==> config.mk <==
export PLATFORM = sky130hd
export DESIGN_NAME = rc_tx_poly
export DESIGN_NICKNAME = d
export VERILOG_FILES = /design/src/rtl/rc_tx_pkg.sv /design/src/rtl/rc_sat_round.sv /design/src/rtl/rc_tx_poly.sv
export SDC_FILE = /design/constraint.sdc
export NUM_CORES = 1
export LEC_CHECK = 0
export ABC_AREA = 1
export CORE_MARGIN = 2
export CORE_UTILIZATION = 36
export CTS_CLUSTER_DIAMETER = 40
export DETAILED_ROUTE_END_ITERATION = 10
export PLACE_DENSITY = 0.77
export SYNTH_ARGS = -nofsm -noshare
export SYNTH_HDL_FRONTEND = slang
export SYNTH_SLANG_ARGS = --single-unit
==> constraint.sdc <==
create_clock -name clock -period 8.2 [get_ports clock]
set_input_delay 1.23 -clock clock [delete_from_list [all_inputs] [get_ports clock]]
set_output_delay 1.23 -clock clock [all_outputs]
set_load 0.1 [all_outputs]
==> src/rtl/rc_tx_pkg.sv <==
// Shared constants and helpers for the raised-cosine transmit filters:
// accumulator sizing, saturation limits and a default pulse shape.
package rc_tx_pkg;

  localparam int unsigned DEF_NB_COEFFS = 8;
  localparam int unsigned DEF_N_BAUDS   = 6;
  localparam int unsigned DEF_OS        = 4;

  // Accumulator wide enough for N_BAUDS terms plus negation of the most negative coefficient
  function automatic int unsigned acc_width(input int unsigned nb_coeffs,
                                            input int unsigned n_bauds);
    return nb_coeffs + $clog2(n_bauds) + 1;
  endfunction

  function automatic longint sat_hi(input int unsigned width);
    return (longint'(1) <<< (width - 1)) - longint'(1);
  endfunction

  function automatic longint sat_lo(input int unsigned width);
    return -(longint'(1) <<< (width - 1));
  endfunction

  // Raised cosine, beta 0.5, Q1.7, 6 symbols x 4 samples; coefficient 0 is the LSB byte
  localparam logic [DEF_N_BAUDS*DEF_OS*DEF_NB_COEFFS-1:0] DEF_COEFFS = {
    8'h01, 8'h02, 8'h03, 8'h00, 8'hF9, 8'hF1, 8'hF0, 8'h00,
    8'h21, 8'h4C, 8'h71, 8'h7F, 8'h71, 8'h4C, 8'h21, 8'h00,
    8'hF0, 8'hF1, 8'hF9, 8'h00, 8'h03, 8'h02, 8'h01, 8'h00
  };

endpackage

==> src/rtl/rc_sat_round.sv <==
// Drops NB_DROP fractional LSBs (optionally round-half-up) and saturates
// a signed value to NB_OUT bits. Purely combinational.
module rc_sat_round
  import rc_tx_pkg::*;
#(
  parameter int unsigned NB_IN   = 12,
  parameter int unsigned NB_DROP = 0,
  parameter int unsigned NB_OUT  = 8,
  parameter bit          ROUND   = 1'b0
) (
  input  logic signed [NB_IN-1:0]  value,
  output logic signed [NB_OUT-1:0] result_c
);

  localparam int unsigned NB_EXT = NB_IN + 1;
  localparam int unsigned NB_W   = (NB_EXT > NB_OUT) ? NB_EXT : NB_OUT;

  // Half-LSB offset; collapses to zero when nothing is dropped
  localparam logic signed [NB_EXT-1:0] RND = NB_EXT'(ROUND ? (2 ** NB_DROP) / 2 : 0);
  localparam logic signed [NB_W-1:0]   HI  = NB_W'(sat_hi(NB_OUT));
  localparam logic signed [NB_W-1:0]   LO  = NB_W'(sat_lo(NB_OUT));

  logic signed [NB_EXT-1:0] biased;
  logic signed [NB_W-1:0]   shifted;

  assign biased  = NB_EXT'(value) + RND;
  assign shifted = NB_W'(biased >>> NB_DROP);

  assign result_c = (shifted > HI) ? NB_OUT'(HI) :
                    (shifted < LO) ? NB_OUT'(LO) : NB_OUT'(shifted);

endmodule

==> src/rtl/rc_tx_poly.sv <==
// Polyphase BPSK raised-cosine transmit filter: one symbol in per OS clocks,
// one sample out per enabled clock. Define RC_TX_POLY_ROUND_EN to round instead of truncate.
module rc_tx_poly
  import rc_tx_pkg::*;
#(
  parameter int unsigned NB_COEFFS  = DEF_NB_COEFFS,
  parameter int unsigned NBF_COEFFS = 7,
  parameter int unsigned NB_OUTPUT  = 8,
  parameter int unsigned NBF_OUTPUT = 7,
  parameter int unsigned N_BAUDS    = DEF_N_BAUDS,
  parameter int unsigned OS         = DEF_OS
) (
  input  logic                                clock,
  input  logic                                i_reset,
  input  logic                                i_enable,
  input  logic                                i_sym_valid,
  input  logic                                i_sym,
  output logic                                o_sym_ready,
  input  logic [N_BAUDS*OS*NB_COEFFS-1:0]     i_coeffs,
  output logic signed [NB_OUTPUT-1:0]         o_sample,
  output logic                                o_valid,
  output logic                                o_underrun
);

  localparam int unsigned NB_ACC = acc_width(NB_COEFFS, N_BAUDS);
  localparam int unsigned NB_PH  = $clog2(OS);

`ifdef RC_TX_POLY_ROUND_EN
  localparam bit ROUND_EN = 1'b1;
`else
  localparam bit ROUND_EN = 1'b0;
`endif

  logic [NB_PH-1:0]           phase;
  logic [N_BAUDS-1:0]         tap_sym;
  logic [N_BAUDS-1:0]         tap_vld;
  logic signed [NB_ACC-1:0]   acc_c;
  logic signed [NB_OUTPUT-1:0] sat_c;
  logic signed [NB_COEFFS-1:0] coef [N_BAUDS][OS];

  // Rearrange the flat coefficient bus into [symbol tap][phase]
  for (genvar k = 0; k < N_BAUDS; k++) begin : g_tap
    for (genvar p = 0; p < OS; p++) begin : g_phase
      assign coef[k][p] = i_coeffs[(k*OS + p)*NB_COEFFS +: NB_COEFFS];
    end
  end

  assign o_sym_ready = i_enable & (phase == NB_PH'(OS - 1));

  always_comb begin
    acc_c = '0;
    for (int k = 0; k < N_BAUDS; k++) begin
      if (tap_vld[k]) begin
        if (tap_sym[k]) acc_c = acc_c + NB_ACC'(coef[k][phase]);
        else            acc_c = acc_c - NB_ACC'(coef[k][phase]);
      end
    end
  end

  rc_sat_round #(
    .NB_IN   (NB_ACC),
    .NB_DROP (NBF_COEFFS - NBF_OUTPUT),
    .NB_OUT  (NB_OUTPUT),
    .ROUND   (ROUND_EN)
  ) u_sat_round (
    .value    (acc_c),
    .result_c (sat_c)
  );

  // Delay line, phase and output register; everything freezes while disabled
  always_ff @(posedge clock or posedge i_reset) begin
    if (i_reset) begin
      phase      <= '0;
      tap_sym    <= '0;
      tap_vld    <= '0;
      o_sample   <= '0;
      o_valid    <= 1'b0;
      o_underrun <= 1'b0;
    end else begin
      o_valid <= i_enable;
      if (i_enable) begin
        phase    <= (phase == NB_PH'(OS - 1)) ? '0 : phase + 1'b1;
        o_sample <= sat_c;
        if (o_sym_ready) begin
          tap_sym <= {tap_sym[N_BAUDS-2:0], i_sym};
          tap_vld <= {tap_vld[N_BAUDS-2:0], i_sym_valid};
          if (!i_sym_valid) o_underrun <= 1'b1;
        end
      end
    end
  end

endmodule

==> metrics.md <==
| Metric | Value |
|---|---|
| Syn Inst Count | `1152` |
| Remaining antenna violation count | `0` |
| Hold Vio Cnt, Final | `0` |
| CTS root buf | `clkbuf_16` |
| Max Root-Sink Buffers | `2` |
| Min Tclk post-route | `8.651 ns` |
| RSZ-0062 raised after global routing | `yes` |
| Async SR Flop Fraction | `1.000` |
| Relative slew slack | `0.2291` |
| Largest net degree at the start of global routing | `33` |
| DP Area | `10400 µm²` |
| Critical-path maximum fanout | `4` |
| Worst slew pin tran | `1.155 ns` |
| Fmax | `0.1156 GHz` |
| Status | `finished, violations left` |
| DR vias/cell | `5.624` |
| Top-Level Pins | `208` |
| Buf/Inv on CP | `27` |
| Initial antenna violation count | `0` |
| Max Cap Viol | `0` |
| Slowest CP cell | `ha_1` |
| Failing checks | `negative setup slack` |
| HP Class | `flip-flop to flip-flop` |
| GR Util met2 | `0.5149` |
| Final setup viols | `8` |
| DRC | `0` |
| Startpoint type of the worst setup path | `primary input` |
| First-pass GRT wire length | `44850 µm` |
| RePlAce Congestion | `0.9803` |
| Clk slew on worst S/H paths | `0.08 ns` |
| CP Capture Type | `flip-flop` |
| Avg Inst Size Synth | `6.027 µm²` |
| Commonest non-fill, non-tap cell in the layout | `nand2_1` |
| Vias in the first global route | `9596` |
| H-Tree Depth | `1` |
| Fin area | `12210 µm²` |
| DIE AREA | `20410 µm²` |
| Synthesized area | `6943 µm²` |
| Total grt overflow | `0` |
| Hpwl dp | `20810 µm` |
| Final nets | `1845` |
| All-Layer GR Usage | `0.2722` |
| Post-synth EDFFs | `0` |
| Slew Viols, Final | `0` |
| Sequential-to-total area share from yosys stat | `0.08650` |
| Share of layout cells above drive strength 1 | `0.3451` |
| Unique cell type count in the Yosys netlist | `62` |
| Met1 global-route usage | `0.2943` |
| Clock Skew | `0.008797 ns` |
| Primary FF master, synth | `dfrtp_1` |
| Die H | `142.9 µm` |
| Top delay family on crit path | `buffers and inverters` |
| Commonest cells after routing, fill and taps aside | `298 x nand2_1, 251 x buf_4, 183 x clkdlybuf4s50_1` |
| Arr. time, crit path | `8.82 ns` |
| DR vias | `10360` |
| DR WL/cell | `18.24 µm` |
| Final core occ | `0.6482` |
| CP max stage delay | `0.33 ns` |
| CTS tree | `done` |
| IO Port Bufs | `207` |
| FP Rows | `50` |
| Die X | `142.9 µm` |
| Post-synth net total | `1414` |
| Area added between synthesis and finish | `75.80%` |
| Core area | `18830 µm²` |
| Final Worst Setup Slack | `-0.4513 ns` |
| Initial Util | `0.3687` |
| Wirelength, routed | `33590 µm` |
| Total CTS buffers | `3` |
| Ant diodes | `0` |
| Warnings, synthesis | `0` |
| DR pass1 iterations | `8` |
| CP dominant cell by count | `buf_4` |
| Met3 Use GR | `0.04158` |
| Register bit count reported by yosys | `24` |
| Later-pin clock latency in the skew report | `0.28 ns` |
| DR iter-0 viols | `920` |
| CTS Sinks | `24` |
| Crit path kind | `primary input to flip-flop` |
| GRT busiest layer | `met2` |
| Worst Path Required | `8.37 ns` |
| Final worst-path cycle share | `1.055` |
## cell usage after synthesis (2+ instances only)
master | n | area (µm²)
a31oi_1 | 11 | 68.82
nand4_1 | 7 | 43.79
dfrtp_1 | 24 | 600.6
o21ai_0 | 78 | 390.4
nand2_1 | 324 | 1216
o31ai_1 | 2 | 15.01
and2_1 | 8 | 50.05
ha_1 | 60 | 750.7
nor4_1 | 3 | 18.77
nor2_2 | 4 | 25.02
nand2_2 | 19 | 118.9
fa_1 | 5 | 100.1
inv_2 | 5 | 18.77
o21ai_1 | 17 | 85.08
xor2_1 | 33 | 289.0
clkinv_1 | 3 | 11.26
a21oi_1 | 82 | 410.4
buf_2 | 10 | 50.05
nor2_1 | 82 | 307.8
nand3b_1 | 2 | 15.01
nor3_1 | 10 | 50.05
o22ai_1 | 7 | 43.79
xnor2_1 | 18 | 157.7
a32o_1 | 20 | 200.2
a32oi_1 | 7 | 61.31
nand3_2 | 13 | 130.1
inv_1 | 130 | 488.0
a21o_1 | 7 | 52.55
buf_4 | 11 | 82.58
o21bai_1 | 5 | 37.54
clkbuf_1 | 10 | 37.54
buf_8 | 3 | 45.04
buf_6 | 11 | 123.9
or2_2 | 8 | 50.05
or2_1 | 2 | 12.51
a21oi_2 | 8 | 70.07
nand3_1 | 78 | 390.4
## area by class of cell
class	instances	area, µm²
flip-flops and latches	24	601.8
fillers	1430	6625
repair buffers	473	4140
multi-input cells	941	6497
inverters	140	535.5
clock inverters	1	30.03
clock buffers	3	75.07
well taps	260	325.3
## worst reg2reg max path: cells and delay by family (launching register included)
kind	cells	cell delay, ns
buffers and inverters	26	3.24
AO/OA/AOI/OAI	12	1.76
adder cells (fa/ha/maj)	5	1.54
AND/OR/NAND/NOR	6	0.66
XOR/XNOR	4	0.65
flip-flops	1	0.55
## logic make-up (layout without fill, tap and decap cells)
group	after synthesis	after routing	share of synthesized area
simple gates	564	564	0.3566
compound gates	256	256	0.2282
buf+inv	187	617	0.1290
fa+ha+maj	65	65	0.1225
xor+xnor	55	55	0.07569
flops	24	24	0.08650
mux	1	1	0.001442
## metal layers
metal / share of wire / up-vias
li1: - / 4682
met1: 0.34 / 4731
met2: 0.49 / 674
met3: 0.081 / 272
met4: 0.091 / 0
met5: 0 / -
## metrics by stage
stage	setup slack [ns]	hold WS (ns)	instances	TNS, ns
6_report	-0.4513	0.5043	1842	-3.011
5_1_grt	-0.7344	0.5291	1842	-5.583
4_1_cts	-0.01657	0.5153	1824	-0.02251
2_1_floorplan	0.1645	0.4964	1152	0
3_5_place_dp	-1.102	0.4935	1754	-8.488
3_3_place_gp	-0.8903	0.4711	1754	-6.953
## worst paths after layout
check                              from     endpoint  slack [ns]  cells after the start
max                        i_coeffs[40]  o_sample[6]       -0.45                     54
min                          o_underrun   o_underrun        0.50                      1
max reg2reg                    phase[0]  o_sample[6]       -0.29                     53
min reg2reg                  o_underrun   o_underrun        0.50                      1
max in group asynchronous       i_reset     phase[0]        5.88                      2
min in group asynchronous       i_reset   tap_sym[3]        1.55                      2
## state kept, by name, summed over array words and instances, names as in the netlist
signal,count
tap_vld,6
phase,2
o_sample,8
tap_sym,6
o_underrun,1
o_valid,1
## what timing repair did
action	4_1_cts	5_1_grt
pin swaps	114	104
endpoints found under the setup margin	8	8
resized for setup	137	174
hold buffers	0	0
hold endpoints to repair	0	0
setup buffers	66	20
Power is left out: the tool's default activity adds up to more than one toggle a clock period on the data nets, which glitch-free logic cannot reach.
